**config.mk**
```make
export PLATFORM = sky130hd
export DESIGN_NAME = nco_iq_upconverter
export DESIGN_NICKNAME = d
export VERILOG_FILES = /design/src/rtl/nco_iq_upconverter.sv
export SDC_FILE = /design/constraint.sdc
export NUM_CORES = 1
export LEC_CHECK = 0
export CELL_PAD_IN_SITES_DETAIL_PLACEMENT = 1
export CELL_PAD_IN_SITES_GLOBAL_PLACEMENT = 1
export CORE_ASPECT_RATIO = 0.9
export CORE_UTILIZATION = 43
export DETAILED_ROUTE_END_ITERATION = 8
export PLACE_DENSITY = 0.74
export SLEW_MARGIN = 20
export SYNTH_ARGS = -nofsm -noshare
export SYNTH_HDL_FRONTEND = slang
export SYNTH_SLANG_ARGS = --single-unit
```
**constraint.sdc**
```tcl
create_clock -name clk -period 8.15 [get_ports clk]
set_input_delay 0.815 -clock clk [delete_from_list [all_inputs] [get_ports clk]]
set_output_delay 0.815 -clock clk [all_outputs]
set_load 0.1 [all_outputs]
```
**src/rtl/nco_iq_upconverter.sv**
```systemverilog
// nco_iq_upconverter
//   Quadrature upconverter behind the NCO. Computes s = I*cos - Q*sin from the
//   NCO sine/cosine and a held baseband I/Q pair. Rounds (half toward +inf),
//   shifts right by SHIFT and saturates to a 14-bit DAC sample. The datapath is
//   three register stages deep. A run/drain FSM gates sample admission, and a
//   sticky saturation counter is provided for bring-up.
//
//   Build option: define IQ_UPCONV_OFFSET_BIN_EN to emit offset-binary samples
//   (zero code 14'h2000). Otherwise samples are two's complement (zero code 14'h0000).
//
// Ports
//   clk          system clock, rising edge
//   reset        asynchronous active-high reset
//   enable_i     run request (level)
//   clear_i      synchronous clear of sat_count_o
//   fsin_i       NCO sine, 13-bit signed
//   fcos_i       NCO cosine, 13-bit signed
//   nco_valid_i  qualifies fsin_i/fcos_i
//   bb_i_i       baseband I, 13-bit signed
//   bb_q_i       baseband Q, 13-bit signed
//   bb_valid_i   loads the baseband hold registers
//   dac_o        passband sample, forced to the zero code when not valid
//   out_valid_o  qualifies dac_o
//   busy_o       high in RUN or DRAIN
//   sat_count_o  saturation event count, sticks at 16'hFFFF

module nco_iq_upconverter #(
    parameter int unsigned SHIFT = 12
) (
    input  logic               clk,
    input  logic               reset,
    input  logic               enable_i,
    input  logic               clear_i,
    input  logic signed [12:0] fsin_i,
    input  logic signed [12:0] fcos_i,
    input  logic               nco_valid_i,
    input  logic signed [12:0] bb_i_i,
    input  logic signed [12:0] bb_q_i,
    input  logic               bb_valid_i,
    output logic        [13:0] dac_o,
    output logic               out_valid_o,
    output logic               busy_o,
    output logic        [15:0] sat_count_o
);

`ifdef IQ_UPCONV_OFFSET_BIN_EN
    localparam logic [13:0] ZeroCode = 14'h2000;
`else
    localparam logic [13:0] ZeroCode = 14'h0000;
`endif

    localparam logic signed [27:0] RoundBias = 28'sd1 <<< (SHIFT - 1);

    typedef enum logic [1:0] {StIdle, StRun, StDrain} state_e;

    state_e state_q;
    logic [1:0] drain_cnt_q;

    logic signed [12:0] hold_i_q, hold_q_q;

    logic               s1_valid_q;
    logic signed [12:0] s1_sin_q, s1_cos_q, s1_i_q, s1_q_q;
    logic               s2_valid_q;
    logic signed [25:0] s2_pi_q, s2_pq_q;

    logic               admit;
    logic signed [27:0] sum_ext, rounded, shifted;
    logic               sat_hi, sat_lo, sat;
    logic signed [13:0] sat_r;
    logic        [13:0] code;

    assign admit  = nco_valid_i && (state_q == StRun);
    assign busy_o = (state_q != StIdle);

    // Baseband hold, loadable in any state.
    always_ff @(posedge clk or posedge reset) begin
        if (reset) begin
            hold_i_q <= '0;
            hold_q_q <= '0;
        end else if (bb_valid_i) begin
            hold_i_q <= bb_i_i;
            hold_q_q <= bb_q_i;
        end
    end

    // Run/drain control; DRAIN lasts exactly three cycles and ignores enable_i.
    always_ff @(posedge clk or posedge reset) begin
        if (reset) begin
            state_q     <= StIdle;
            drain_cnt_q <= '0;
        end else begin
            unique case (state_q)
                StIdle: begin
                    if (enable_i) state_q <= StRun;
                end
                StRun: begin
                    if (!enable_i) begin
                        state_q     <= StDrain;
                        drain_cnt_q <= '0;
                    end
                end
                StDrain: begin
                    if (drain_cnt_q == 2'd2) state_q <= StIdle;
                    else drain_cnt_q <= drain_cnt_q + 2'd1;
                end
                default: state_q <= StIdle;
            endcase
        end
    end

    // Stages 1 and 2: capture, then full-precision products.
    always_ff @(posedge clk or posedge reset) begin
        if (reset) begin
            s1_valid_q <= 1'b0;
            s1_sin_q   <= '0;
            s1_cos_q   <= '0;
            s1_i_q     <= '0;
            s1_q_q     <= '0;
            s2_valid_q <= 1'b0;
            s2_pi_q    <= '0;
            s2_pq_q    <= '0;
        end else begin
            s1_valid_q <= admit;
            s1_sin_q   <= fsin_i;
            s1_cos_q   <= fcos_i;
            s1_i_q     <= hold_i_q;
            s1_q_q     <= hold_q_q;
            s2_valid_q <= s1_valid_q;
            s2_pi_q    <= s1_i_q * s1_cos_q;
            s2_pq_q    <= s1_q_q * s1_sin_q;
        end
    end

    // Stage 3 arithmetic. 28 bits leave headroom for the rounding bias at any legal SHIFT.
    always_comb begin
        sum_ext = $signed({{2{s2_pi_q[25]}}, s2_pi_q}) - $signed({{2{s2_pq_q[25]}}, s2_pq_q});
        rounded = sum_ext + RoundBias;
        shifted = rounded >>> SHIFT;
        sat_hi  = (shifted > 28'sd8191);
        sat_lo  = (shifted < -28'sd8192);
        sat     = sat_hi || sat_lo;
        if (sat_hi)      sat_r = 14'sh1FFF;
        else if (sat_lo) sat_r = 14'sh2000;
        else             sat_r = shifted[13:0];
`ifdef IQ_UPCONV_OFFSET_BIN_EN
        code = {~sat_r[13], sat_r[12:0]};
`else
        code = sat_r;
`endif
    end

    always_ff @(posedge clk or posedge reset) begin
        if (reset) begin
            out_valid_o <= 1'b0;
            dac_o       <= ZeroCode;
            sat_count_o <= '0;
        end else begin
            out_valid_o <= s2_valid_q;
            dac_o       <= s2_valid_q ? code : ZeroCode;
            if (clear_i) begin
                sat_count_o <= '0;
            end else if (s2_valid_q && sat && (sat_count_o != 16'hFFFF)) begin
                sat_count_o <= sat_count_o + 16'd1;
            end
        end
    end

endmodule

```
* After elaboration in Yosys (flattened, before gate mapping)
Index checks and enable logic that the tools add are counted.
** Storage, ports and cells
- Register bits after elaboration :: 167
- Input bits :: 58
- Output and inout port bits :: 32
- Logic and storage cells :: 53
** Operators by class
- Add/subtract/negate cells :: 4
- $mul :: 2
- Magnitude comparators :: 2
- Eq/ne operators :: 8
- Mux-type cells :: 12
- Reductions and logical operators :: 10
** Operator list (count)
- 13-bit by 13-bit multiplier with 26-bit output :: 2
- 14-bit 2-to-1 mux :: 3
- 16-bit 2-to-1 mux :: 2
- 27-bit by 13-bit adder with 28-bit output (second input constant) :: 1
- 26-bit by 26-bit subtractor with 27-bit output :: 1
- 16-bit by 1-bit adder with 16-bit output (second input constant) :: 1
- 16-bit by 14-bit > comparator with 1-bit output (second input constant) :: 1
- 16-bit by 14-bit < comparator with 1-bit output (second input constant) :: 1
- 16-bit inequality test (second input constant) :: 1
- 2-bit 2-to-1 mux :: 5
- 2-bit inequality test (second input constant) :: 4
- 2-bit case mux with 3 select lines :: 1
- 3-bit AND reduction :: 2
- 2-bit nonzero test :: 3
- 2-bit equality test (second input constant) :: 2
- 2-bit case mux with 2 select lines :: 1
- 1-bit logical AND :: 3
- 2-bit by 1-bit adder with 2-bit output (second input constant) :: 1
- 2-bit by 1-bit equality test with 1-bit output (second input constant) :: 1
- 2-bit zero test :: 1
- 1-bit logical OR :: 1

* Logic depth before layout (Yosys ltp)
Gate-level depths: netlist of the first run.
- Word-level depth :: 8
- Depth in mapped cells :: 26
- Mapped depth without buffers :: 25

* Worst setup path before layout of the first run
OpenSTA, ideal clock, no wires.
- Path kind :: reg2reg
- From :: reg s1_sin_q[1]
- To :: reg s2_pq_q[24]
- Setup time :: 80 ps
- Arrival :: 5728 ps
- Required time :: 8070 ps
- Slack :: 2342 ps
- Stages on the path, launching flop included :: 23
- Path buffers :: 1
- Clock period less this slack :: 5808 ps
- Cells stage by stage :: dfrtp_1 > clkbuf_1 > and2_1 > fa_1 > inv_1 > fa_1 > inv_1 > fa_1 > inv_1 > fa_1 > inv_1 > fa_1 > ha_1 > ha_1 > nand2b_1 > a21boi_1 > o311a_1 > a311oi_2 > a21oi_1 > a311o_1 > a211o_1 > a21oi_1 > xnor2_1
** On the way
- Word-level cells in the longest chain between the ends :: 1
** Ends and longest elaborated chain
- start: declaration :: line 62 : logic signed [12:0] s1_sin_q, s1_cos_q, s1_i_q, s1_q_q;
- start signal: assignment :: line 124 : s1_sin_q <= fsin_i;
- 13-bit by 13-bit multiplier with 26-bit output :: line 130 : s2_pq_q <= s1_q_q * s1_sin_q;
- end signal: assignment :: line 130
- end: declaration :: line 64 : logic signed [25:0] s2_pi_q, s2_pq_q;
No other way between the ends.
A chain may end at the register's enable or synchronous reset.

* Worst setup path in the final report of the first run
- From :: reg s1_i_q[7]
- To :: reg s2_pi_q[25]
** On the way
- Word-level cells in the longest chain between the ends :: 1
** Ends and longest elaborated chain
- start: declaration :: line 62
- start signal: assignment :: line 126 : s1_i_q <= hold_i_q;
- 13-bit by 13-bit multiplier with 26-bit output :: line 129 : s2_pi_q <= s1_i_q * s1_cos_q;
- end signal: assignment :: line 129
- end: declaration :: line 64
No other way between the ends.

==> results.sh, run 1 <==
export IMPL_synthCells=1881
export IMPL_synth_area_leader_cell="fa_1"
export IMPL_wl_mm=44.3
export IMPL_syn_nets=2449
export IMPL_cp_end_kind="register"
export IMPL_whs_ns=0.355
export IMPL_worstPathCellList="and2_1 -> fa_1 -> inv_1 -> fa_1 -> inv_1 -> fa_1 -> inv_1 -> fa_1 -> inv_1 -> fa_1 -> ha_1 -> ha_1 -> o21ai_0 -> a21boi_0 -> o21ai_0 -> a21boi_0 -> o21a_1 -> o21ai_0 -> a21oi_1 -> o41ai_1 -> nor2_1 -> a211oi_1"
export IMPL_maxCapViolCount=0
export IMPL_drv_slew=0
export IMPL_avgSynthCellArea_um2=10.2
export IMPL_setup_ws_ns=1.44
export IMPL_slew_headroom_pct=30.3
export IMPL_place_area_um2=20600
export IMPL_regToRegSetupSlack_ns=1.44
export IMPL_ys_warn_count=0
export IMPL_min_to="s2_valid_q$_DFF_PP0_"
export IMPL_ys_seq_area_share_pct=21.8
export IMPL_path_class="reg2reg"
export IMPL_synth_top_area_share_pct=33.8
export IMPL_ff_latch_area_um2=4180
export IMPL_area_delta_synth_final_pct=10.8
export IMPL_cts_root_buf="clkbuf_16"
export IMPL_cts_setup_buffers=0
export IMPL_synthTopCellsByCount="inv_1, fa_1, nand2_1"
export IMPL_grt_setup_unrepaired="false"
export IMPL_hold_viol=0
export IMPL_max_freq_mhz=149
export IMPL_synthDistinctLibCells=60
export IMPL_clk_pin_slew_ns=0.08
export IMPL_critical_path_required_ns=8.55
export IMPL_r2r_end="s2_pi_q[25]$_DFF_PP0_"
export IMPL_status="completed"
export IMPL_num_rows=73
export IMPL_grt_overflow_total=0
export IMPL_synth_edf_count=0
export IMPL_cpMostUsedCell="fa_1"
export IMPL_critical_path_slowest_cell="o41ai_1"
export IMPL_drt_pass1_iter_count=4
export IMPL_final_area_um2=21200
export IMPL_cts_resized_gates=0
export IMPL_rr_startpoint="s1_i_q[7]$_DFF_PP0_"
export IMPL_setup_viol=0
export IMPL_cts_tree="done"
export IMPL_grt_usage_pct=21.8
export IMPL_synth_flop_cell="dfrtp_1"
export IMPL_critPathMaxFanout=13
export IMPL_multi_input_area_um2=13300
export IMPL_synthTopCellsByArea="fa_1, dfrtp_1, ha_1, inv_1, and2_1"
export IMPL_drc=0
export IMPL_period_needed_ns=6.71
export IMPL_critPathMaxStageDelay_ns=0.61
export IMPL_cts_buffers=17
export IMPL_final_layout_size_suffix_gt1_share_pct=4.62
export IMPL_dpl_worst_slack_ns=1.52
export IMPL_min_delay_start="s1_valid_q$_DFF_PP0_"
export IMPL_start_util_pct=43.5
export IMPL_die_y_um=202
export IMPL_clock_path_buffers=2
export IMPL_startpoint_type="register"
export IMPL_period_share_pct=82.4
export IMPL_holdPathStages=0
export IMPL_clkSinkCount=167
export IMPL_fillers=4927
export IMPL_core_um2=44100
export IMPL_tns_ns=0
export IMPL_antenna_left=0
export IMPL_insertion_delay_ns=0.50
export IMPL_grt_max_degree=78
export IMPL_hold_buffers=0
export IMPL_grt_pass1_vias=15100
export IMPL_yosysMostFrequentCell="inv_1"
export IMPL_synthArstFlopShare_pct=100
export IMPL_htree_levels=4
export IMPL_port_buffers=89
export IMPL_nets=2501
export IMPL_die_area_um2=45500
export IMPL_cp_arrival_ns=7.11
export IMPL_globalplace_congestion=0.859
export IMPL_min_path_type="reg2reg"
export IMPL_tightestPinTransition_ns=1.04
export IMPL_grt_pass1_wl_mm=76.7
export IMPL_num_antenna_cells=0
export IMPL_grt_antenna_before_repair=0
export IMPL_skew_ns=0.0132
export IMPL_io_pins=90
export IMPL_drt_iter0_drc=514
export IMPL_wl_per_cell_um=17.4
export IMPL_num_vias=12800
export IMPL_die_w_um=225
export IMPL_r2r_cells=22
export IMPL_vias_per_cell=5.02
export IMPL_place_hpwl_mm=35.9
export IMPL_synth_area_um2=19200
export IMPL_synth_seq_cells=167
## flip-flops by register name (all words and copies together), names as in the netlist
name and cells:
s2_pi_q 26, s1_cos_q 13, drain_cnt_q 2, s1_q_q 13, sat_count_o 16, hold_i_q 13
state_q 2, s1_i_q 13, s1_valid_q 1, hold_q_q 13, dac_o 14, s2_valid_q 1
s2_pq_q 26, out_valid_o 1, s1_sin_q 13
## worst max-delay path, delay by kind of cell, from the launching register on
family,cells,cell delay [ns]
DFF,1,0.54
buffers and inverters,4,0.23
and+or+nand+nor,2,0.36
AOI/OAI and AO/OA,9,2.40
adders and majority gates,7,3.09
## cell usage in the layout (no fill, tap or decap), types with 6 or more instances in the layout
cell             instances
a21boi_0                16
a21o_1                  18
a21oi_1                 39
and2_1                 154
and3_1                   8
clkbuf_16               17
clkdlybuf4s50_1         88
dfrtp_1                167
fa_1                   324
ha_1                   186
inv_1                  379
mux2_2                  31
nand2_1                198
nand2b_1                16
nand3_1                 15
nand4_1                  6
nor2_1                  70
nor2b_1                 18
nor3_1                   7
o21ai_0                 31
xnor2_1                 58
xor2_1                  11
## area by class of cell
class                      count  share of cell area [%]
clock buffer                  18                    2.07
timing repair buffer          93                    4.31
tap                          600                    3.53
sequential                   167                    19.7
inverter                     382                    6.77
multi-input combinational   1272                    62.8
clock inverter                14                   0.877
## cells by family after synthesis
group	count (synthesis)	share of synthesized area (%)
compound gates	146	5.08
xor+xnor	69	3.15
fa+ha+maj	510	46.0
buf+inv	442	8.67
flops	167	21.8
mux	35	2.08
simple gates	512	13.3
## worst max-delay path by stage
stage / startpoint / to / slack, ns / cells after the start
after global routing: s1_i_q[7]$_DFF_PP0_ / s2_pi_q[25]$_DFF_PP0_ / 0.94 / 22
after floorplan: s1_sin_q[1]$_DFF_PP0_ / s2_pq_q[24]$_DFF_PP0_ / 2.34 / 22
final: s1_i_q[7]$_DFF_PP0_ / s2_pi_q[25]$_DFF_PP0_ / 1.44 / 22
after global placement: s1_i_q[7]$_DFF_PP0_ / s2_pi_q[25]$_DFF_PP0_ / 1.79 / 22
after CTS: s1_i_q[7]$_DFF_PP0_ / s2_pi_q[25]$_DFF_PP0_ / 1.49 / 22
after detailed placement: s1_i_q[7]$_DFF_PP0_ / s2_pi_q[25]$_DFF_PP0_ / 1.52 / 22
## per-layer routing
layer | up-vias | global-route usage, % | part of all wire (%)
met5 | - | 0 | 0
met1 | 6754 | 27.8 | 42
li1 | 5819 | - | -
met4 | 0 | 7.34 | 2.3
met2 | 162 | 37.9 | 52
met3 | 43 | 3.14 | 3.3
## per-stage QoR
step	instances	utilization [%]
after floorplan	1881	-
after global placement	2514	46.7
after detailed placement	2514	46.7
after CTS	2546	48.2
after global routing	2546	48.2
final	2546	48.2
Power of run 1 is not shown: default switching activity piles up to over one toggle a cycle in this logic, so the estimate is an artifact.
==> inputs of run 2 (changes only) <==
--- a/config.mk
+++ b/config.mk
@@ -10,7 +10,7 @@
 export CORE_ASPECT_RATIO = 0.9
 export CORE_UTILIZATION = 43
 export DETAILED_ROUTE_END_ITERATION = 8
-export PLACE_DENSITY = 0.74
+export PLACE_DENSITY = 0.76
 export SLEW_MARGIN = 20
 export SYNTH_ARGS = -nofsm -noshare
 export SYNTH_HDL_FRONTEND = slang
==> constraint.sdc (replaced) <==
create_clock -name clk -period 6.04 [get_ports clk]
set_input_delay 0.604 -clock clk [delete_from_list [all_inputs] [get_ports clk]]
set_output_delay 0.604 -clock clk [all_outputs]
set_load 0.1 [all_outputs]
==> run 2 against run 1 <==
Setup slack got worse by 1.3 ns. Register-to-register slack got worse by 1.3 ns. First-iteration DRC count fell by 7.2%. Clock skew rose by 0.0026 ns. Die area did not move. Hold slack improved by 0.0063 ns. Flip-flop and latch count did not move. Via count rose by 2.8%. Critical path type unchanged. Critical endpoint is now s2_pq_q[25]$_DFF_PP0_. Largest cell class unchanged.
==> results.sh, run 2 (same netlist as run 1, synthesis figures left out) <==
export IMPL_status="completed"
export IMPL_critPathMaxFanout=12
export IMPL_grt_max_degree=85
export IMPL_cp_arrival_ns=6.23
export IMPL_startpoint_type="register"
export IMPL_hold_viol=0
export IMPL_die_w_um=225
export IMPL_io_pins=90
export IMPL_final_layout_size_suffix_gt1_share_pct=8.81
export IMPL_clk_pin_slew_ns=0.07
export IMPL_period_share_pct=97.0
export IMPL_nets=2563
export IMPL_insertion_delay_ns=0.49
export IMPL_drt_pass1_iter_count=4
export IMPL_drv_slew=0
export IMPL_cp_end_kind="register"
export IMPL_critical_path_required_ns=6.41
export IMPL_start_util_pct=43.5
export IMPL_layout_cells_non_filler=2608
export IMPL_num_rows=73
export IMPL_tns_ns=0
export IMPL_final_common_cell="inv_1"
export IMPL_die_area_um2=45500
export IMPL_cts_buffers=17
export IMPL_wl_per_cell_um=17.6
export IMPL_path_class="reg2reg"
export IMPL_grt_antenna_before_repair=1
export IMPL_wl_mm=45.9
export IMPL_reg_largest_list="s2_pi_q (26), s2_pq_q (26), sat_count_o (16)"
export IMPL_core_um2=44100
export IMPL_antenna_left=0
export IMPL_fin_util_pct=49.4
export IMPL_globalplace_congestion=0.874
export IMPL_setup_viol=0
export IMPL_clkSinkCount=167
export IMPL_slew_headroom_pct=28.3
export IMPL_clock_path_buffers=2
export IMPL_drc=0
export IMPL_num_vias=13100
export IMPL_tightestPinTransition_ns=1.07
export IMPL_vias_per_cell=5.04
export IMPL_maxCapViolCount=0
export IMPL_hold_buffers=0
export IMPL_final_cell_mix="inv_1, fa_1, nand2_1, ha_1, dfrtp_1"
export IMPL_placed_cells=2574
export IMPL_grt_pass1_wl_mm=78.0
export IMPL_grt_overflow_total=0
export IMPL_cts_tree="done"
export IMPL_skew_ns=0.0157
export IMPL_dpl_worst_slack_ns=-0.139
export IMPL_drt_iter0_drc=477
export IMPL_max_freq_mhz=171
export IMPL_cts_root_buf="clkbuf_16"
export IMPL_period_needed_ns=5.86
export IMPL_grt_pass1_vias=15400
export IMPL_port_buffers=89
export IMPL_htree_levels=4
export IMPL_die_y_um=202
export IMPL_area_delta_synth_final_pct=13.6
export IMPL_min_path_type="reg2reg"
export IMPL_place_hpwl_mm=37.9
export IMPL_setup_ws_ns=0.178
export IMPL_grt_usage_pct=22.2
export IMPL_num_antenna_cells=0
## run 2: stage by stage
stage                     cell area (um2)  hold WS (ns)
after floorplan                     19200         0.331
after global placement              21100         0.337
after detailed placement            21100         0.350
after CTS                           21700         0.365
after global routing                21800         0.379
final                               21800         0.361
## run 2: path summary, 6_finish.rpt
| check | startpoint | end | slack (ns) | cells past startpoint |
|---|---|---|---|---|
| setup / recovery | s1_sin_q[1]$_DFF_PP0_ | s2_pq_q[25]$_DFF_PP0_ | 0.18 | 26 |
| hold / removal | s1_valid_q$_DFF_PP0_ | s2_valid_q$_DFF_PP0_ | 0.36 | 0 |
| setup reg to reg | s1_sin_q[1]$_DFF_PP0_ | s2_pq_q[25]$_DFF_PP0_ | 0.18 | 26 |
| hold reg to reg | s1_valid_q$_DFF_PP0_ | s2_valid_q$_DFF_PP0_ | 0.36 | 0 |
| max in group asynchronous | reset | s2_pq_q[7]$_DFF_PP0_ | 4.26 | 3 |
| min in group asynchronous | reset | hold_q_q[12]$_DFFE_PP0P_ | 0.57 | 2 |
## run 2: routing by layer
layer	share of wire (%)	wire, um	GRT usage (%)	up-vias
met5	0	0	0	-
met4	3.0	1380	8.84	0
met3	3.9	1790	3.66	80
met2	51	23200	37.7	221
met1	42	19500	28.3	6893
li1	-	-	-	5945
## run 2: worst max-delay path, stage by stage, from the launching register on
cell and delay (ns):
dfrtp_1 0.39, buf_4 0.18, and2_1 0.17, fa_1 0.54, inv_1 0.05, fa_1 0.47, inv_1 0.04, ha_1 0.28
ha_1 0.29, inv_1 0.05, fa_1 0.47, inv_1 0.05, ha_1 0.26, ha_1 0.17, inv_1 0.08, fa_1 0.46
nor2b_1 0.17, o21ai_1 0.11, a21boi_2 0.19, o21ai_2 0.09, a211oi_2 0.33, nor2_2 0.09, a21oi_2 0.20, a311o_1 0.24
a31o_2 0.17, a21oi_1 0.07, xnor2_1 0.12
## run 2: what timing repair did
item,4_1_cts,5_1_grt
endpoints found under the setup margin,7,13
gates resized for setup,9,24
setup buffers,0,2
pin swaps,1,10
## run 2: layout make-up
class	count	area (um2)
flip-flops and latches	167	4190
repair buffers	155	1380
fillers	4883	22300
inverters	382	1440
clock inverters	15	186
multi-input cells	1272	13400
well taps	600	751
clock buffers	17	425
Power of run 2 is left out for the same reason.
